$ cat src/rtl/lm_sm_sequencer_pkg.sv
// Shared definitions for the LM/SM micro-op sequencer: opcodes, ISA field
// positions, FSM encoding and a bitmap popcount helper.
package lm_sm_sequencer_pkg;

    localparam logic [3:0] OP_LW = 4'b0100;
    localparam logic [3:0] OP_SW = 4'b0101;
    localparam logic [3:0] OP_LM = 4'b0110;
    localparam logic [3:0] OP_SM = 4'b0111;

    localparam int OPC_MSB = 15;
    localparam int OPC_LSB = 12;
    localparam int RA_MSB  = 11;
    localparam int RA_LSB  = 9;
    localparam int BMP_MSB = 7;
    localparam int BMP_LSB = 0;

    typedef enum logic [0:0] {
        ST_IDLE = 1'b0,
        ST_SEQ  = 1'b1
    } seq_state_e;

    function automatic logic [3:0] popcount8(input logic [7:0] v);
        logic [3:0] cnt;
        cnt = 4'd0;
        for (int i = 0; i < 8; i++) begin
            cnt = cnt + {3'b000, v[i]};
        end
        return cnt;
    endfunction

endpackage

$ cat src/rtl/lm_sm_sequencer_priority_pick8.sv
// Chooses the next register of an LM/SM bitmap: ascending order, except that an
// LM defers its own base register until it is the only one left.
module priority_pick8
    import lm_sm_sequencer_pkg::*;
(
    input  logic [7:0] rem,
    input  logic [7:0] orig,
    input  logic [2:0] ra,
    input  logic       is_lm,
    output logic [2:0] idx,
    output logic [3:0] rank,
    output logic [7:0] clr_mask,
    output logic       last
);

    logic [7:0] ra_bit_s;
    logic [7:0] cand_s;
    logic [7:0] onehot_s;

    // Candidate set, lowest-bit isolation, encode, rank and last detection.
    always_comb begin
        ra_bit_s = 8'd1 << ra;
        if (is_lm && ((rem & ra_bit_s) != 8'h00) && ((rem & ~ra_bit_s) != 8'h00)) begin
            cand_s = rem & ~ra_bit_s;
        end else begin
            cand_s = rem;
        end
        onehot_s = cand_s & (~cand_s + 8'd1);
        idx      = {|(onehot_s & 8'hF0), |(onehot_s & 8'hCC), |(onehot_s & 8'hAA)};
        // Rank is taken against the original list so a deferred base keeps its slot.
        rank     = popcount8(orig & (onehot_s - 8'd1));
        clr_mask = onehot_s;
        last     = ((rem & ~onehot_s) == 8'h00);
    end

endmodule

$ cat src/rtl/lm_sm_sequencer.sv
// Expands LM/SM instructions from IF/ID into one LW/SW micro-op per cycle,
// holding the PC and reloading IF/ID with the shrinking word meanwhile.
module lm_sm_sequencer
    import lm_sm_sequencer_pkg::*;
(
    input  logic        clk,
    input  logic        reset,
    input  logic [15:0] ir_in,
    input  logic        ir_valid,
    input  logic        stall,
    input  logic        flush,
    output logic [15:0] uop_IR,
    output logic        uop_valid,
    output logic [15:0] new_IR_multi,
    output logic        IR_load_mux,
    output logic        PCWrite,
    output logic        busy
);

    seq_state_e  state_r;
    logic [3:0]  op_r;
    logic [2:0]  ra_r;
    logic [7:0]  orig_r;
    logic [7:0]  rem_r;

    seq_state_e  next_state_s;
    logic [3:0]  op_nxt_s;
    logic [2:0]  ra_nxt_s;
    logic [7:0]  orig_nxt_s;
    logic [7:0]  rem_nxt_s;

    logic [3:0]  op_src_s;
    logic [2:0]  ra_src_s;
    logic [7:0]  orig_src_s;
    logic [7:0]  rem_src_s;
    logic        is_lm_s;
    logic        in_multi_s;

    logic [2:0]  pick_idx_s;
    logic [3:0]  pick_rank_s;
    logic [7:0]  pick_clr_s;
    logic        pick_last_s;
    logic [7:0]  rem_after_s;
    logic [15:0] uop_word_s;
    logic [15:0] multi_word_s;

    logic [15:0] uop_ir_s;
    logic        uop_valid_s;
    logic [15:0] new_ir_s;
    logic        load_mux_s;
    logic        pc_write_s;

    // Operand source: live IF/ID word when idle, captured copy while sequencing.
    always_comb begin
        if (state_r == ST_SEQ) begin
            op_src_s   = op_r;
            ra_src_s   = ra_r;
            orig_src_s = orig_r;
            rem_src_s  = rem_r;
        end else begin
            op_src_s   = ir_in[OPC_MSB:OPC_LSB];
            ra_src_s   = ir_in[RA_MSB:RA_LSB];
            orig_src_s = ir_in[BMP_MSB:BMP_LSB];
            rem_src_s  = ir_in[BMP_MSB:BMP_LSB];
        end
        is_lm_s    = (op_src_s == OP_LM);
        in_multi_s = ir_valid && ((ir_in[OPC_MSB:OPC_LSB] == OP_LM) ||
                                  (ir_in[OPC_MSB:OPC_LSB] == OP_SM));
    end

    priority_pick8 u_pick (
        .rem      (rem_src_s),
        .orig     (orig_src_s),
        .ra       (ra_src_s),
        .is_lm    (is_lm_s),
        .idx      (pick_idx_s),
        .rank     (pick_rank_s),
        .clr_mask (pick_clr_s),
        .last     (pick_last_s)
    );

    assign rem_after_s  = rem_src_s & ~pick_clr_s;
    assign uop_word_s   = {(is_lm_s ? OP_LW : OP_SW), pick_idx_s, ra_src_s, 2'b00, pick_rank_s};
    assign multi_word_s = {op_src_s, ra_src_s, 1'b0, rem_after_s};

    // Next-state and unqualified outputs.
    always_comb begin
        next_state_s = state_r;
        op_nxt_s     = 4'd0;
        ra_nxt_s     = 3'd0;
        orig_nxt_s   = 8'd0;
        rem_nxt_s    = 8'd0;
        uop_ir_s     = ir_in;
        uop_valid_s  = ir_valid;
        new_ir_s     = 16'h0000;
        load_mux_s   = 1'b0;
        pc_write_s   = 1'b1;
        case (state_r)
            ST_IDLE: begin
                if (in_multi_s) begin
                    if (rem_src_s != 8'h00) begin
                        uop_ir_s    = uop_word_s;
                        uop_valid_s = 1'b1;
                        new_ir_s    = multi_word_s;
                        if (!pick_last_s) begin
                            next_state_s = ST_SEQ;
                            load_mux_s   = 1'b1;
                            pc_write_s   = 1'b0;
                            op_nxt_s     = op_src_s;
                            ra_nxt_s     = ra_src_s;
                            orig_nxt_s   = orig_src_s;
                            rem_nxt_s    = rem_after_s;
                        end else begin
                            next_state_s = ST_IDLE;
                        end
                    end else begin
                        uop_valid_s = 1'b0;
                    end
                end else begin
                    uop_ir_s    = ir_in;
                    uop_valid_s = ir_valid;
                end
            end
            ST_SEQ: begin
                uop_ir_s    = uop_word_s;
                uop_valid_s = 1'b1;
                new_ir_s    = multi_word_s;
                if (pick_last_s) begin
                    next_state_s = ST_IDLE;
                end else begin
                    load_mux_s = 1'b1;
                    pc_write_s = 1'b0;
                    op_nxt_s   = op_r;
                    ra_nxt_s   = ra_r;
                    orig_nxt_s = orig_r;
                    rem_nxt_s  = rem_after_s;
                end
            end
            default: begin
                next_state_s = ST_IDLE;
            end
        endcase
    end

    // Reset, flush and stall qualification of the outputs.
    always_comb begin
        uop_IR       = uop_ir_s;
        uop_valid    = uop_valid_s;
        new_IR_multi = new_ir_s;
        IR_load_mux  = load_mux_s;
        PCWrite      = pc_write_s;
        busy         = (state_r == ST_SEQ);
        if (reset) begin
            uop_IR       = 16'h0000;
            uop_valid    = 1'b0;
            new_IR_multi = 16'h0000;
            IR_load_mux  = 1'b0;
            PCWrite      = 1'b1;
            busy         = 1'b0;
        end else if (flush) begin
            uop_valid   = 1'b0;
            IR_load_mux = 1'b0;
            PCWrite     = 1'b1;
        end else if (stall) begin
            PCWrite = 1'b0;
        end else begin
            PCWrite = pc_write_s;
        end
    end

    // State and captured-instruction registers.
    always_ff @(posedge clk) begin
        if (reset || flush) begin
            state_r <= ST_IDLE;
            op_r    <= 4'd0;
            ra_r    <= 3'd0;
            orig_r  <= 8'd0;
            rem_r   <= 8'd0;
        end else if (!stall) begin
            state_r <= next_state_s;
            op_r    <= op_nxt_s;
            ra_r    <= ra_nxt_s;
            orig_r  <= orig_nxt_s;
            rem_r   <= rem_nxt_s;
        end
    end

endmodule

$ cat config.mk
export PLATFORM = sky130hd
export DESIGN_NAME = lm_sm_sequencer
export DESIGN_NICKNAME = d
export VERILOG_FILES = /design/src/rtl/lm_sm_sequencer_pkg.sv /design/src/rtl/lm_sm_sequencer_priority_pick8.sv /design/src/rtl/lm_sm_sequencer.sv
export SDC_FILE = /design/constraint.sdc
export NUM_CORES = 1
export LEC_CHECK = 0
export CORE_MARGIN = 8
export CORE_UTILIZATION = 46
export CTS_CLUSTER_DIAMETER = 120
export DETAILED_ROUTE_END_ITERATION = 10
export PLACE_DENSITY_LB_ADDON = 0.2
export SETUP_SLACK_MARGIN = 0.05
export SLEW_MARGIN = 20
export SYNTH_ARGS = -nofsm -noshare
export SYNTH_HDL_FRONTEND = slang
export SYNTH_SLANG_ARGS = --single-unit
export TNS_END_PERCENT = 20
$ cat constraint.sdc
create_clock -name clk -period 6.9 [get_ports clk]
set_input_delay 1.38 -clock clk [delete_from_list [all_inputs] [get_ports clk]]
set_output_delay 1.38 -clock clk [all_outputs]
set_load 0.03 [all_outputs]
==> flow_summary.html, run 1 <==
<table>
<tr><th>Metric</th><th>Value</th></tr>
<tr><th colspan="2">Outcome</th></tr>
<tr><td>Result of the run</td><td>finished with violations</td></tr>
<tr><td>Violations in the final reports</td><td>setup timing</td></tr>
<tr><th colspan="2">Logic synthesis</th></tr>
<tr><td>Most instantiated library cell after synthesis</td><td>sky130_fd_sc_hd__nor2_1</td></tr>
<tr><td>Share of the synthesized area in the top cell type</td><td>0.199</td></tr>
<tr><td>Seq cells post-synth</td><td>24</td></tr>
<tr><td>EDFF count, synth</td><td>0</td></tr>
<tr><td>Number of nets in the synthesized netlist</td><td>329</td></tr>
<tr><td>Netlist area before placement</td><td>0.00242 mm^2</td></tr>
<tr><td>Post-Synthesis Cells</td><td>301</td></tr>
<tr><td>Top cell types by occurrence after synthesis</td><td>sky130_fd_sc_hd__nor2_1 (44), sky130_fd_sc_hd__nand2_1 (26), sky130_fd_sc_hd__dfxtp_1 (24)</td></tr>
<tr><td>Unique cell type count in the Yosys netlist</td><td>67</td></tr>
<tr><td>Cells taking the most area after synthesis</td><td>sky130_fd_sc_hd__dfxtp_1 (20%), sky130_fd_sc_hd__nor2_1 (6.8%), sky130_fd_sc_hd__mux2i_1 (5.8%), sky130_fd_sc_hd__mux2_2 (5.6%), sky130_fd_sc_hd__a21oi_1 (4.8%)</td></tr>
<tr><td>Mean instance size in the synthesized netlist</td><td>8.03 um^2</td></tr>
<tr><td>Async S/R FF share, synth</td><td>0</td></tr>
<tr><td>Cell accounting for the most synthesized area</td><td>sky130_fd_sc_hd__dfxtp_1</td></tr>
<tr><td>Most used DFF post-synth</td><td>sky130_fd_sc_hd__dfxtp_1</td></tr>
<tr><td>Synthesis warning total</td><td>0</td></tr>
<tr><td>Sequential-to-total area share from yosys stat</td><td>0.199</td></tr>
<tr><th colspan="2">Finish</th></tr>
<tr><td>Layout Nets</td><td>468</td></tr>
<tr><td>Share of post-route cells with drive strength above 1</td><td>0.399</td></tr>
<tr><td>Area growth from synthesis to layout</td><td>64.3%</td></tr>
<tr><td>Post-route standard cell area excluding fillers</td><td>0.00397 mm^2</td></tr>
<tr><td>Non-filler cells in the finished layout</td><td>509</td></tr>
<tr><td>Diode insertion count for antenna repair</td><td>0</td></tr>
<tr><th colspan="2">Setup path</th></tr>
<tr><td>Crit-path max FO</td><td>5</td></tr>
<tr><td>Critical path, cell by cell</td><td>buf_6 -&gt; mux2_4 -&gt; o31ai_4 -&gt; a32oi_2 -&gt; o41a_1 -&gt; buf_4 -&gt; nand4_1 -&gt; a21oi_1 -&gt; ha_1 -&gt; inv_2 -&gt; fa_1 -&gt; fa_1 -&gt; fa_2 -&gt; fa_2 -&gt; xor2_1 -&gt; nor2_1 -&gt; a21oi_2 -&gt; nor2_4 -&gt; buf_6</td></tr>
<tr><td>Cell class contributing the biggest share of worst-path delay</td><td>adder cells</td></tr>
<tr><td>Kind of start point of the critical path</td><td>input port</td></tr>
<tr><td>Reg-to-reg slack, setup</td><td>1.46 ns</td></tr>
<tr><td>Signal arrival time at the worst endpoint</td><td>5.66 ns</td></tr>
<tr><td>Count of buffer and inverter cells on the critical path</td><td>4</td></tr>
<tr><td>Element type at the critical path end</td><td>output port</td></tr>
<tr><td>Largest incremental delay on the critical path</td><td>0.53 ns</td></tr>
<tr><td>Worst Setup Path Type</td><td>input port to output port</td></tr>
<tr><td>Slowest-stage cell, CP</td><td>sky130_fd_sc_hd__o41a_1</td></tr>
<tr><td>Worst EP required</td><td>5.52 ns</td></tr>
<tr><th colspan="2">CTS</th></tr>
<tr><td>Sink count of the clock tree</td><td>24</td></tr>
<tr><td>Deepest level of the CTS H-tree</td><td>1</td></tr>
<tr><td>Inserted Clock Buffers</td><td>3</td></tr>
<tr><td>CTS root buffer</td><td>sky130_fd_sc_hd__clkbuf_8</td></tr>
<tr><td>CTS Buffer Depth</td><td>2</td></tr>
<tr><td>Clock tree from TritonCTS</td><td>built</td></tr>
<tr><td>Cts-stage hold buffer count</td><td>0</td></tr>
<tr><td>Clk_lat worst skew</td><td>0.28 ns</td></tr>
<tr><td>Clock edge transition at the registers on the reported setup and hold paths</td><td>0.09 ns</td></tr>
<tr><th colspan="2">STA</th></tr>
<tr><td>Slack of the critical path</td><td>-0.144 ns</td></tr>
<tr><td>Setup repair after global routing missed its margin</td><td>yes</td></tr>
<tr><td>Number of failing setup endpoints in the final timing report</td><td>2</td></tr>
<tr><td>Top achievable clock speed</td><td>142 MHz</td></tr>
<tr><td>Final hold violation count</td><td>0</td></tr>
<tr><td>Measured slew at the worst slew-check pin</td><td>0.787 ns</td></tr>
<tr><td>Worst hold margin</td><td>0.493 ns</td></tr>
<tr><td>Final setup skew</td><td>0.0109 ns</td></tr>
<tr><td>Tmin final</td><td>7.04 ns</td></tr>
<tr><td>Worst max-slew margin expressed relative to the limit</td><td>0.475</td></tr>
<tr><td>Setup tns final</td><td>-0.280 ns</td></tr>
<tr><td>Max Slew Vio Count</td><td>0</td></tr>
<tr><td>Period utilization</td><td>1.02</td></tr>
<tr><th colspan="2">Min path</th></tr>
<tr><td>Tightest Hold Check Type</td><td>flip-flop to flip-flop</td></tr>
<tr><th colspan="2">Die</th></tr>
<tr><td>Total die area</td><td>0.00783 mm^2</td></tr>
<tr><td>Area of the core</td><td>0.00507 mm^2</td></tr>
<tr><td>Width of the chip</td><td>88.5 um</td></tr>
<tr><td>Initial cell density of the core</td><td>0.476</td></tr>
<tr><td>Cell Rows</td><td>26</td></tr>
<tr><td>I/O pin count</td><td>57</td></tr>
<tr><td>Vertical die dimension</td><td>88.5 um</td></tr>
<tr><th colspan="2">Power and ir drop</th></tr>
<tr><td>Cell Pwr Density</td><td>114 mW/mm^2</td></tr>
<tr><td>LEAKAGE</td><td>1.57 nW</td></tr>
<tr><td>Worst IR drop on VDD</td><td>0.000111 V</td></tr>
<tr><td>Post-route total power</td><td>0.451 mW</td></tr>
<tr><th colspan="2">Routing</th></tr>
<tr><td>Drt drc</td><td>0</td></tr>
<tr><td>Initial DRC count</td><td>270</td></tr>
<tr><td>Routed Wire Length</td><td>10.1 mm</td></tr>
<tr><td>Total iterations of the first detailed-routing run</td><td>5</td></tr>
<tr><td>WL per Instance</td><td>19.9 um</td></tr>
<tr><td>Remaining number of nets flagged by the antenna check after routing</td><td>0</td></tr>
<tr><td>Detailed-route via count</td><td>3041</td></tr>
<tr><td>Via-to-Cell Ratio</td><td>5.97</td></tr>
<tr><th colspan="2">Global route</th></tr>
<tr><td>Pin count of the biggest net entering global routing</td><td>21</td></tr>
<tr><td>Number of antenna violations at the first check in global routing</td><td>0</td></tr>
<tr><td>GRT Residual Overflow</td><td>0</td></tr>
<tr><td>Global Route Usage Sum</td><td>0.264</td></tr>
<tr><td>First-pass GRT wire length</td><td>15.9 mm</td></tr>
<tr><td>Number of global-route vias before repair</td><td>3058</td></tr>
<tr><th colspan="2">Placement</th></tr>
<tr><td>Number of buffers inserted by port buffering</td><td>55</td></tr>
<tr><td>Post-detail-place hpwl</td><td>7.57 mm</td></tr>
<tr><td>Number of cells in the design after placement</td><td>480</td></tr>
<tr><td>Weighted congestion reported at the end of routability-driven placement</td><td>1.10</td></tr>
<tr><td>Placement-stage cell area</td><td>0.00350 mm^2</td></tr>
<tr><th colspan="2">Run</th></tr>
<tr><td>Number of max-cap violations</td><td>0</td></tr>
</table>
## sequential cells by signal, indices dropped and copies added (netlist names)
name	count
ra_r	3
orig_r	8
op_r	4
rem_r	8
state_r	1
## path summary, 6_finish.rpt
kind / startpoint / to / depth (start not counted)
worst max register to register: state_r$_SDFFE_PP0N_ / orig_r[6]$_SDFFE_PP0P_ / 27
worst max-delay path: ir_in[10] / uop_IR[2] / 19
worst min register to register: orig_r[3]$_SDFFE_PP0P_ / orig_r[3]$_SDFFE_PP0P_ / 1
worst min-delay path: orig_r[3]$_SDFFE_PP0P_ / orig_r[3]$_SDFFE_PP0P_ / 1
## per-layer routing
metal,track usage,vias up,share of wire
met2,0.449,169,0.47
met5,0,-,0
li1,-,1412,-
met4,0.155,0,0.048
met3,0.0604,39,0.086
met1,0.292,1421,0.39
## cell type report
type	instances	area [um^2]
clock buffer	3	41.3
clock inverter	1	30.0
fill	400	1110
inverter	10	37.5
multi-input combinational	248	2010
sequential	24	482
tap	70	87.6
timing repair buffer	153	1280
## cells by family (layout without fill, tap and decap cells)
group | Yosys count | count (layout) | share of synthesized area
AO/OA/AOI/OAI | 99 | 99 | 0.323
XOR/XNOR | 1 | 1 | 0.00363
adder cells (fa/ha/maj) | 7 | 7 | 0.0487
buffers and inverters | 29 | 167 | 0.0684
flip-flops | 24 | 24 | 0.199
multiplexers | 29 | 29 | 0.132
other | 1 | 1 | 0.00155
AND/OR/NAND/NOR | 111 | 111 | 0.224
## where the power goes
part	internal [mW]	switching, mW	total (mW)
Combinational	0.0799	0.0972	0.177
Sequential	0.139	0.00128	0.141
Clock	0.0777	0.0552	0.133
Total	0.297	0.154	0.451
## worst reg2reg max path: stages, from the launching register on
cell and delay, ns:
sky130_fd_sc_hd__dfxtp_2 0.77, sky130_fd_sc_hd__buf_12 0.27, sky130_fd_sc_hd__nand2_4 0.06, sky130_fd_sc_hd__or4b_1 0.49, sky130_fd_sc_hd__o31ai_2 0.08, sky130_fd_sc_hd__buf_4 0.17
sky130_fd_sc_hd__o41a_1 0.30, sky130_fd_sc_hd__buf_4 0.17, sky130_fd_sc_hd__nand4_1 0.11, sky130_fd_sc_hd__buf_4 0.15, sky130_fd_sc_hd__buf_4 0.12, sky130_fd_sc_hd__buf_4 0.12
sky130_fd_sc_hd__buf_4 0.12, sky130_fd_sc_hd__buf_4 0.12, sky130_fd_sc_hd__buf_4 0.12, sky130_fd_sc_hd__buf_4 0.12, sky130_fd_sc_hd__buf_4 0.12, sky130_fd_sc_hd__buf_4 0.12
sky130_fd_sc_hd__buf_4 0.12, sky130_fd_sc_hd__buf_4 0.12, sky130_fd_sc_hd__buf_4 0.12, sky130_fd_sc_hd__buf_4 0.14, sky130_fd_sc_hd__nand2_1 0.06, sky130_fd_sc_hd__a22oi_1 0.10
sky130_fd_sc_hd__nor4b_4 0.17, sky130_fd_sc_hd__buf_4 0.15, sky130_fd_sc_hd__a21oi_2 0.62, sky130_fd_sc_hd__a22o_1 0.24
## timing repair
action,CTS,global route
pin swaps,16,3
setup buffers,25,0
gates resized for setup,67,3
endpoints found under the hold margin,0,0
endpoints found under the setup margin,4,7
## layout by cell type, fill, tap and decap left out, drive strengths merged, types with 3 or more instances in the layout
master | Yosys | final
inv | 10 | 10
o21ai | 15 | 15
nor4 | 6 | 6
clkbuf | 11 | 4
or2 | 3 | 3
dlygate4sd2 | 0 | 8
mux2i | 15 | 15
o22ai | 3 | 3
fa | 4 | 4
ha | 3 | 3
a22o | 12 | 12
o31ai | 6 | 6
buf | 8 | 109
nor2b | 7 | 7
a21oi | 25 | 25
nand2b | 3 | 3
clkdlybuf4s50 | 0 | 34
a31oi | 3 | 3
mux2 | 14 | 14
a21o | 4 | 4
nor2 | 44 | 44
nand2 | 27 | 27
a221oi | 4 | 4
nand3 | 4 | 4
dfxtp | 24 | 24
a32o | 3 | 3
nor3 | 7 | 7
## per-stage QoR
| stage | utilization | setup slack, ns |
|---|---|---|
| 3_3_place_gp | 0.690 | -0.596 |
| 5_1_grt | 0.782 | -0.293 |
| 6_report | 0.782 | -0.144 |
| 2_1_floorplan | - | 0.0505 |
| 4_1_cts | 0.782 | -0.163 |
| 3_5_place_dp | 0.690 | -0.614 |
Power figures use the tool's default switching activity.
==> inputs of run 2 (changes only) <==
--- a/config.mk
+++ b/config.mk
@@ -9,9 +9,9 @@
 export CORE_UTILIZATION = 46
 export CTS_CLUSTER_DIAMETER = 120
 export DETAILED_ROUTE_END_ITERATION = 10
-export PLACE_DENSITY_LB_ADDON = 0.2
+export PLACE_DENSITY_LB_ADDON = 0.05
 export SETUP_SLACK_MARGIN = 0.05
-export SLEW_MARGIN = 20
+export SLEW_MARGIN = 15
 export SYNTH_ARGS = -nofsm -noshare
 export SYNTH_HDL_FRONTEND = slang
 export SYNTH_SLANG_ARGS = --single-unit
==> flow_summary.html, run 2 (synthesis results as in run 1) <==
<table>
<tr><th>Metric</th><th>Value</th></tr>
<tr><th colspan="2">Setup path</th></tr>
<tr><td>Worst EP required</td><td>5.52 ns (about the same)</td></tr>
<tr><td>Logic depth of the worst register-to-register path</td><td>15 (was 27)</td></tr>
<tr><td>Startpoint of the worst register-to-register path</td><td>state_r$_SDFFE_PP0N_ (unchanged)</td></tr>
<tr><td>Worst Setup Path Type</td><td>input port to output port (unchanged)</td></tr>
<tr><td>Crit-path max FO</td><td>5 (unchanged)</td></tr>
<tr><td>Reg-to-reg slack, setup</td><td>2.48 ns (was 1.46 ns)</td></tr>
<tr><td>Signal arrival time at the worst endpoint</td><td>5.74 ns (was 5.66 ns)</td></tr>
<tr><td>Kind of start point of the critical path</td><td>input port (unchanged)</td></tr>
<tr><td>Element type at the critical path end</td><td>output port (unchanged)</td></tr>
<tr><td>Capture point of the worst reg-to-reg path</td><td>orig_r[4]$_SDFFE_PP0P_ (was orig_r[6]$_SDFFE_PP0P_)</td></tr>
<tr><th colspan="2">Routing</th></tr>
<tr><td>WL per Instance</td><td>20.9 um (was 19.9 um)</td></tr>
<tr><td>Via-to-Cell Ratio</td><td>6.09 (was 5.97)</td></tr>
<tr><td>Drt drc</td><td>0 (unchanged)</td></tr>
<tr><td>Total iterations of the first detailed-routing run</td><td>5 (unchanged)</td></tr>
<tr><td>Routed Wire Length</td><td>10.3 mm (was 10.1 mm)</td></tr>
<tr><td>Initial DRC count</td><td>254 (was 270)</td></tr>
<tr><td>Remaining number of nets flagged by the antenna check after routing</td><td>0 (unchanged)</td></tr>
<tr><td>Detailed-route via count</td><td>2998 (was 3041)</td></tr>
<tr><th colspan="2">Outcome</th></tr>
<tr><td>Violations in the final reports</td><td>setup timing (unchanged)</td></tr>
<tr><td>Result of the run</td><td>finished with violations (unchanged)</td></tr>
<tr><th colspan="2">STA</th></tr>
<tr><td>Worst max-slew margin expressed relative to the limit</td><td>0.492 (was 0.475)</td></tr>
<tr><td>Final hold violation count</td><td>0 (unchanged)</td></tr>
<tr><td>Slack of the critical path</td><td>-0.224 ns (was -0.144 ns)</td></tr>
<tr><td>Max Slew Vio Count</td><td>0 (unchanged)</td></tr>
<tr><td>Setup repair after global routing missed its margin</td><td>yes (unchanged)</td></tr>
<tr><td>Setup tns final</td><td>-0.426 ns (was -0.280 ns)</td></tr>
<tr><td>Measured slew at the worst slew-check pin</td><td>0.759 ns (was 0.787 ns)</td></tr>
<tr><td>Number of failing setup endpoints in the final timing report</td><td>2 (unchanged)</td></tr>
<tr><td>Final setup skew</td><td>0.00792 ns (was 0.0109 ns)</td></tr>
<tr><td>Tmin final</td><td>7.12 ns (was 7.04 ns)</td></tr>
<tr><td>Period utilization</td><td>1.03 (was 1.02)</td></tr>
<tr><td>Top achievable clock speed</td><td>140 MHz (was 142 MHz)</td></tr>
<tr><th colspan="2">Finish</th></tr>
<tr><td>Leading cell types in the layout, fill and taps excluded</td><td>sky130_fd_sc_hd__buf_4 (84), sky130_fd_sc_hd__nor2_1 (40), sky130_fd_sc_hd__clkdlybuf4s50_1 (34) (was sky130_fd_sc_hd__buf_4 (99), sky130_fd_sc_hd__nor2_1 (40), sky130_fd_sc_hd__clkdlybuf4s50_1 (34))</td></tr>
<tr><td>Leading registers by flop count</td><td>orig_r: 8 flops, rem_r: 8 flops, op_r: 4 flops (unchanged)</td></tr>
<tr><td>Diode insertion count for antenna repair</td><td>0 (unchanged)</td></tr>
<tr><td>Commonest non-fill, non-tap cell in the layout</td><td>sky130_fd_sc_hd__buf_4 (unchanged)</td></tr>
<tr><td>Final core utilization</td><td>0.758 (was 0.782)</td></tr>
<tr><td>Layout Nets</td><td>451 (was 468)</td></tr>
<tr><td>Share of post-route cells with drive strength above 1</td><td>0.377 (was 0.399)</td></tr>
<tr><td>Area growth from synthesis to layout</td><td>59.3% (was 64.3%)</td></tr>
<tr><td>Non-filler cells in the finished layout</td><td>492 (was 509)</td></tr>
<tr><th colspan="2">Placement</th></tr>
<tr><td>Number of buffers inserted by port buffering</td><td>55 (unchanged)</td></tr>
<tr><td>Weighted congestion reported at the end of routability-driven placement</td><td>0.954 (was 1.10)</td></tr>
<tr><td>Post-detail-place hpwl</td><td>7.78 mm (was 7.57 mm)</td></tr>
<tr><td>Number of cells in the design after placement</td><td>473 (was 480)</td></tr>
<tr><td>Worst setup slack after placement</td><td>-0.718 ns (was -0.614 ns)</td></tr>
<tr><th colspan="2">Power and ir drop</th></tr>
<tr><td>LEAKAGE</td><td>1.51 nW (was 1.57 nW)</td></tr>
<tr><td>Cell Pwr Density</td><td>116 mW/mm^2 (was 114 mW/mm^2)</td></tr>
<tr><td>Worst IR drop on VDD</td><td>0.0000896 V (was 0.000111 V)</td></tr>
<tr><th colspan="2">CTS</th></tr>
<tr><td>Clock edge transition at the registers on the reported setup and hold paths</td><td>0.09 ns (about the same)</td></tr>
<tr><td>CTS root buffer</td><td>sky130_fd_sc_hd__clkbuf_8 (unchanged)</td></tr>
<tr><td>Deepest level of the CTS H-tree</td><td>1 (unchanged)</td></tr>
<tr><td>Inserted Clock Buffers</td><td>3 (unchanged)</td></tr>
<tr><td>Sink count of the clock tree</td><td>24 (unchanged)</td></tr>
<tr><td>CTS Buffer Depth</td><td>2 (unchanged)</td></tr>
<tr><td>Clock tree from TritonCTS</td><td>built (unchanged)</td></tr>
<tr><td>Clk_lat worst skew</td><td>0.28 ns (about the same)</td></tr>
<tr><th colspan="2">Global route</th></tr>
<tr><td>Global Route Usage Sum</td><td>0.266 (was 0.264)</td></tr>
<tr><td>First-pass GRT wire length</td><td>16.0 mm (was 15.9 mm)</td></tr>
<tr><td>Number of global-route vias before repair</td><td>3069 (was 3058)</td></tr>
<tr><td>Number of antenna violations at the first check in global routing</td><td>0 (unchanged)</td></tr>
<tr><td>GRT Residual Overflow</td><td>0 (unchanged)</td></tr>
<tr><td>Pin count of the biggest net entering global routing</td><td>34 (was 21)</td></tr>
<tr><th colspan="2">Run</th></tr>
<tr><td>Number of max-cap violations</td><td>0 (unchanged)</td></tr>
<tr><th colspan="2">Min path</th></tr>
<tr><td>Worst min-delay path endpoint</td><td>orig_r[0]$_SDFFE_PP0P_ (was orig_r[3]$_SDFFE_PP0P_)</td></tr>
<tr><td>Worst hold path depth</td><td>1 (unchanged)</td></tr>
<tr><td>Tightest Hold Check Type</td><td>flip-flop to flip-flop (unchanged)</td></tr>
<tr><td>Beginning of the worst hold path</td><td>orig_r[0]$_SDFFE_PP0P_ (was orig_r[3]$_SDFFE_PP0P_)</td></tr>
<tr><th colspan="2">Die</th></tr>
<tr><td>Vertical die dimension</td><td>88.5 um (unchanged)</td></tr>
<tr><td>I/O pin count</td><td>57 (unchanged)</td></tr>
<tr><td>Initial cell density of the core</td><td>0.476 (unchanged)</td></tr>
<tr><td>Area of the core</td><td>0.00507 mm^2 (unchanged)</td></tr>
<tr><td>Width of the chip</td><td>88.5 um (unchanged)</td></tr>
<tr><td>Total die area</td><td>0.00783 mm^2 (unchanged)</td></tr>
<tr><td>Cell Rows</td><td>26 (unchanged)</td></tr>
</table>
run 2: worst max-delay path, stage by stage:
cell and delay [ns]:
sky130_fd_sc_hd__buf_8 0.10, sky130_fd_sc_hd__mux2_4 0.35, sky130_fd_sc_hd__o31ai_4 0.29, sky130_fd_sc_hd__a32oi_2 0.10
sky130_fd_sc_hd__o41a_1 0.50, sky130_fd_sc_hd__buf_4 0.17, sky130_fd_sc_hd__nand4_1 0.10, sky130_fd_sc_hd__a21oi_2 0.07
sky130_fd_sc_hd__ha_1 0.29, sky130_fd_sc_hd__inv_2 0.04, sky130_fd_sc_hd__fa_1 0.56, sky130_fd_sc_hd__fa_1 0.45
sky130_fd_sc_hd__fa_2 0.38, sky130_fd_sc_hd__fa_2 0.54, sky130_fd_sc_hd__nor2_1 0.04, sky130_fd_sc_hd__a21oi_1 0.14
sky130_fd_sc_hd__nor2_2 0.05, sky130_fd_sc_hd__buf_6 0.17
run 2: worst max path at each step:
stage / start / endpoint / slack (ns) / cells past startpoint
2_1_floorplan: ir_in[9] / uop_IR[2] / 0.05 / 16
3_3_place_gp: ir_in[9] / uop_IR[2] / -0.60 / 19
3_5_place_dp: ir_in[9] / uop_IR[2] / -0.72 / 19
4_1_cts: ir_in[10] / uop_IR[1] / -0.30 / 18
5_1_grt: ir_in[11] / uop_IR[1] / -0.33 / 17
6_report: ir_in[10] / uop_IR[1] / -0.22 / 18
run 2: layer usage:
| layer | routed length (um) | share of wire | vias to the layer above | global-route usage |
|---|---|---|---|---|
| li1 | - | - | 1367 | - |
| met1 | 4000 | 0.39 | 1453 | 0.298 |
| met2 | 5120 | 0.50 | 148 | 0.481 |
| met3 | 760 | 0.074 | 30 | 0.0446 |
| met4 | 406 | 0.039 | 0 | 0.117 |
| met5 | 0 | 0 | - | 0 |
run 2: layout make-up:
cell class	count	area, um^2
repair buffers	136	1160
inverters	10	37.5
multi-input cells	248	2010
fillers	401	1230
clock buffers	3	41.3
flip-flops and latches	24	482
well taps	70	87.6
clock inverters	1	30.0
run 2: repair_timing:
item | 4_1_cts | 5_1_grt
gates resized for setup | 70 | 4
setup buffers | 9 | 6
endpoints found under the setup margin | 4 | 4
hold buffers | 0 | 0
pin swaps | 22 | 13
endpoints found under the hold margin | 0 | 0
run 2: per-stage QoR:
step | hold WS (ns) | instance area, um^2 | power [mW]
after floorplan | 0.441 | 2450 | 0.224
after global placement | 0.457 | 3450 | 0.296
after detailed placement | 0.464 | 3450 | 0.298
after CTS | 0.490 | 3790 | 0.441
after global routing | 0.504 | 3850 | 0.463
final | 0.491 | 3850 | 0.447
run 2: power by group:
group / total [mW] / internal, mW / switching (mW)
Sequential: 0.140 / 0.139 / 0.00114
Clock: 0.131 / 0.0778 / 0.0528
Combinational: 0.176 / 0.0784 / 0.0975
Total: 0.447 / 0.296 / 0.151
==> inputs of run 3 (changes only) <==
--- a/config.mk
+++ b/config.mk
@@ -9,8 +9,9 @@
 export CORE_UTILIZATION = 46
 export CTS_CLUSTER_DIAMETER = 120
 export DETAILED_ROUTE_END_ITERATION = 10
+export GPL_ROUTABILITY_DRIVEN = 0
 export PLACE_DENSITY_LB_ADDON = 0.05
-export SETUP_SLACK_MARGIN = 0.05
+export SETUP_SLACK_MARGIN = 0.4
 export SLEW_MARGIN = 15
 export SYNTH_ARGS = -nofsm -noshare
 export SYNTH_HDL_FRONTEND = slang
==> flow_summary.html, run 3 (synthesis results as in run 1) <==
<table>
<tr><th>Metric</th><th>Value</th></tr>
<tr><th colspan="2">Placement</th></tr>
<tr><td>Placement-stage cell area</td><td>0.00347 mm^2 (was 0.00345 mm^2)</td></tr>
<tr><td>Post-detail-place hpwl</td><td>7.16 mm (was 7.78 mm)</td></tr>
<tr><td>Number of buffers inserted by port buffering</td><td>55 (unchanged)</td></tr>
<tr><td>Worst setup slack after placement</td><td>-1.01 ns (was -0.718 ns)</td></tr>
<tr><th colspan="2">Die</th></tr>
<tr><td>Total die area</td><td>0.00783 mm^2 (unchanged)</td></tr>
<tr><td>I/O pin count</td><td>57 (unchanged)</td></tr>
<tr><td>Initial cell density of the core</td><td>0.476 (unchanged)</td></tr>
<tr><td>Vertical die dimension</td><td>88.5 um (unchanged)</td></tr>
<tr><td>Area of the core</td><td>0.00507 mm^2 (unchanged)</td></tr>
<tr><td>Cell Rows</td><td>26 (unchanged)</td></tr>
<tr><td>Width of the chip</td><td>88.5 um (unchanged)</td></tr>
<tr><th colspan="2">Power and ir drop</th></tr>
<tr><td>Worst IR drop on VDD</td><td>0.0000827 V (was 0.0000896 V)</td></tr>
<tr><td>Cell Pwr Density</td><td>114 mW/mm^2 (was 116 mW/mm^2)</td></tr>
<tr><td>LEAKAGE</td><td>1.66 nW (was 1.51 nW)</td></tr>
<tr><th colspan="2">Routing</th></tr>
<tr><td>Detailed-route via count</td><td>3402 (was 2998)</td></tr>
<tr><td>Initial DRC count</td><td>597 (was 254)</td></tr>
<tr><td>Routed Wire Length</td><td>11.9 mm (was 10.3 mm)</td></tr>
<tr><td>Via-to-Cell Ratio</td><td>6.54 (was 6.09)</td></tr>
<tr><td>Drt drc</td><td>0 (unchanged)</td></tr>
<tr><td>Total iterations of the first detailed-routing run</td><td>7 (was 5)</td></tr>
<tr><td>WL per Instance</td><td>22.8 um (was 20.9 um)</td></tr>
<tr><td>Remaining number of nets flagged by the antenna check after routing</td><td>0 (unchanged)</td></tr>
<tr><th colspan="2">CTS</th></tr>
<tr><td>Inserted Clock Buffers</td><td>3 (unchanged)</td></tr>
<tr><td>CTS root buffer</td><td>sky130_fd_sc_hd__clkbuf_8 (unchanged)</td></tr>
<tr><td>CTS Buffer Depth</td><td>2 (unchanged)</td></tr>
<tr><td>Deepest level of the CTS H-tree</td><td>1 (unchanged)</td></tr>
<tr><td>Sink count of the clock tree</td><td>24 (unchanged)</td></tr>
<tr><td>Clk_lat worst skew</td><td>0.28 ns (about the same)</td></tr>
<tr><td>Cts-stage hold buffer count</td><td>0 (unchanged)</td></tr>
<tr><td>Clock tree from TritonCTS</td><td>built (unchanged)</td></tr>
<tr><td>Clock edge transition at the registers on the reported setup and hold paths</td><td>0.09 ns (about the same)</td></tr>
<tr><th colspan="2">Finish</th></tr>
<tr><td>Leading cell types in the layout, fill and taps excluded</td><td>sky130_fd_sc_hd__buf_4 (107), sky130_fd_sc_hd__nor2_1 (40), sky130_fd_sc_hd__clkdlybuf4s50_1 (28) (was sky130_fd_sc_hd__buf_4 (84), sky130_fd_sc_hd__nor2_1 (40), sky130_fd_sc_hd__clkdlybuf4s50_1 (34))</td></tr>
<tr><td>Commonest non-fill, non-tap cell in the layout</td><td>sky130_fd_sc_hd__buf_4 (unchanged)</td></tr>
<tr><td>Leading registers by flop count</td><td>orig_r: 8 flops, rem_r: 8 flops, op_r: 4 flops (unchanged)</td></tr>
<tr><td>Final core utilization</td><td>0.813 (was 0.758)</td></tr>
<tr><td>Share of post-route cells with drive strength above 1</td><td>0.425 (was 0.377)</td></tr>
<tr><td>Layout Nets</td><td>478 (was 451)</td></tr>
<tr><td>Area growth from synthesis to layout</td><td>70.7% (was 59.3%)</td></tr>
<tr><td>Post-route standard cell area excluding fillers</td><td>0.00413 mm^2 (was 0.00385 mm^2)</td></tr>
<tr><th colspan="2">Setup path</th></tr>
<tr><td>Startpoint of the worst register-to-register path</td><td>state_r$_SDFFE_PP0N_ (unchanged)</td></tr>
<tr><td>Largest incremental delay on the critical path</td><td>0.58 ns (was 0.56 ns)</td></tr>
<tr><td>Launch point of the worst path</td><td>ir_in[11] (was ir_in[10])</td></tr>
<tr><td>Crit-path max FO</td><td>6 (was 5)</td></tr>
<tr><td>Cell class contributing the biggest share of worst-path delay</td><td>adder cells (unchanged)</td></tr>
<tr><td>Count of buffer and inverter cells on the critical path</td><td>4 (unchanged)</td></tr>
<tr><td>Signal arrival time at the worst endpoint</td><td>5.79 ns (was 5.74 ns)</td></tr>
<tr><td>Kind of start point of the critical path</td><td>input port (unchanged)</td></tr>
<tr><td>Critical path endpoint</td><td>uop_IR[1] (unchanged)</td></tr>
<tr><td>Logic depth of the worst register-to-register path</td><td>14 (was 15)</td></tr>
<tr><td>Slowest-stage cell, CP</td><td>sky130_fd_sc_hd__o41a_1 (was sky130_fd_sc_hd__fa_1)</td></tr>
<tr><td>Critical path, cell by cell</td><td>buf_8 -&gt; mux2_4 -&gt; buf_12 -&gt; nor2_4 -&gt; a32oi_2 -&gt; o41a_1 -&gt; a41oi_2 -&gt; a21oi_2 -&gt; ha_1 -&gt; inv_2 -&gt; fa_1 -&gt; fa_1 -&gt; fa_2 -&gt; fa_2 -&gt; nor2_1 -&gt; a21oi_2 -&gt; nor2_2 -&gt; buf_6 (was buf_8 -&gt; mux2_4 -&gt; o31ai_4 -&gt; a32oi_2 -&gt; o41a_1 -&gt; buf_4 -&gt; nand4_1 -&gt; a21oi_2 -&gt; ha_1 -&gt; inv_2 -&gt; fa_1 -&gt; fa_1 -&gt; fa_2 -&gt; fa_2 -&gt; nor2_1 -&gt; a21oi_1 -&gt; nor2_2 -&gt; buf_6)</td></tr>
<tr><td>Capture point of the worst reg-to-reg path</td><td>orig_r[0]$_SDFFE_PP0P_ (was orig_r[4]$_SDFFE_PP0P_)</td></tr>
<tr><td>Worst Setup Path Type</td><td>input port to output port (unchanged)</td></tr>
<tr><td>Critical path depth</td><td>18 (unchanged)</td></tr>
<tr><td>Reg-to-reg slack, setup</td><td>2.19 ns (was 2.48 ns)</td></tr>
<tr><td>Element type at the critical path end</td><td>output port (unchanged)</td></tr>
<tr><td>Worst EP required</td><td>5.52 ns (about the same)</td></tr>
<tr><th colspan="2">STA</th></tr>
<tr><td>Slack of the critical path</td><td>-0.267 ns (was -0.224 ns)</td></tr>
<tr><td>Top achievable clock speed</td><td>140 MHz (about the same)</td></tr>
<tr><td>Worst max-slew margin expressed relative to the limit</td><td>0.415 (was 0.492)</td></tr>
<tr><td>Final setup skew</td><td>0.00795 ns (was 0.00792 ns)</td></tr>
<tr><td>Setup tns final</td><td>-0.541 ns (was -0.426 ns)</td></tr>
<tr><td>Setup repair after global routing missed its margin</td><td>yes (unchanged)</td></tr>
<tr><td>Tmin final</td><td>7.17 ns (was 7.12 ns)</td></tr>
<tr><td>Measured slew at the worst slew-check pin</td><td>0.877 ns (was 0.759 ns)</td></tr>
<tr><td>Max Slew Vio Count</td><td>0 (unchanged)</td></tr>
<tr><td>Number of failing setup endpoints in the final timing report</td><td>3 (was 2)</td></tr>
<tr><td>Final hold violation count</td><td>0 (unchanged)</td></tr>
<tr><td>Period utilization</td><td>1.04 (was 1.03)</td></tr>
<tr><th colspan="2">Global route</th></tr>
<tr><td>Number of global-route vias before repair</td><td>3275 (was 3069)</td></tr>
<tr><td>Global Route Usage Sum</td><td>0.291 (was 0.266)</td></tr>
<tr><td>Number of antenna violations at the first check in global routing</td><td>0 (unchanged)</td></tr>
<tr><td>GRT Residual Overflow</td><td>0 (unchanged)</td></tr>
<tr><td>Pin count of the biggest net entering global routing</td><td>27 (was 34)</td></tr>
<tr><td>First-pass GRT wire length</td><td>17.5 mm (was 16.0 mm)</td></tr>
<tr><th colspan="2">Min path</th></tr>
<tr><td>Beginning of the worst hold path</td><td>orig_r[5]$_SDFFE_PP0P_ (was orig_r[0]$_SDFFE_PP0P_)</td></tr>
<tr><td>Tightest Hold Check Type</td><td>flip-flop to flip-flop (unchanged)</td></tr>
<tr><th colspan="2">Run</th></tr>
<tr><td>Number of max-cap violations</td><td>0 (unchanged)</td></tr>
<tr><th colspan="2">Outcome</th></tr>
<tr><td>Violations in the final reports</td><td>setup timing (unchanged)</td></tr>
<tr><td>Result of the run</td><td>finished with violations (unchanged)</td></tr>
</table>
-- run 3: where the power goes --
group | internal (mW) | switching, mW | total (mW)
Clock | 0.0778 | 0.0543 | 0.132
Combinational | 0.0891 | 0.110 | 0.200
Sequential | 0.139 | 0.00123 | 0.141
Total | 0.306 | 0.166 | 0.472
-- run 3: layout make-up --
class | instances | area [um^2]
multi-input cells | 248 | 2060
repair buffers | 163 | 1380
fillers | 344 | 950
flip-flops and latches | 24 | 482
well taps | 70 | 87.6
clock buffers | 3 | 41.3
inverters | 10 | 37.5
clock inverters | 1 | 30.0
diodes | 1 | 2.50
-- run 3: what timing repair did --
action                     4_1_cts  5_1_grt
pin swaps                       27       14
resized for setup               93        7
setup endpoints to repair        6       25
setup buffers                   37        3
-- run 3: through the flow --
stage | instances | power, mW | hold slack (ns)
2_1_floorplan | 301 | 0.224 | 0.441
3_3_place_gp | 475 | 0.294 | 0.458
3_5_place_dp | 475 | 0.295 | 0.462
4_1_cts | 516 | 0.453 | 0.490
5_1_grt | 519 | 0.483 | 0.499
6_report | 520 | 0.472 | 0.496
-- run 3: how the worst min path moves through the flow --
stage	cells past startpoint	slack, ns	end
2_1_floorplan	2	0.44	rem_r[7]$_SDFFE_PP0N_
3_3_place_gp	1	0.46	orig_r[2]$_SDFFE_PP0P_
3_5_place_dp	1	0.46	orig_r[3]$_SDFFE_PP0P_
4_1_cts	1	0.49	orig_r[3]$_SDFFE_PP0P_
5_1_grt	1	0.50	orig_r[1]$_SDFFE_PP0P_
6_report	1	0.50	orig_r[5]$_SDFFE_PP0P_
-- run 3: layer usage --
layer	global-route usage	vias up	wire length [um]
met5	0	-	0
met4	0.158	0	734
met3	0.0743	83	1340
met2	0.489	297	5480
met1	0.328	1590	4310
li1	-	1432	-
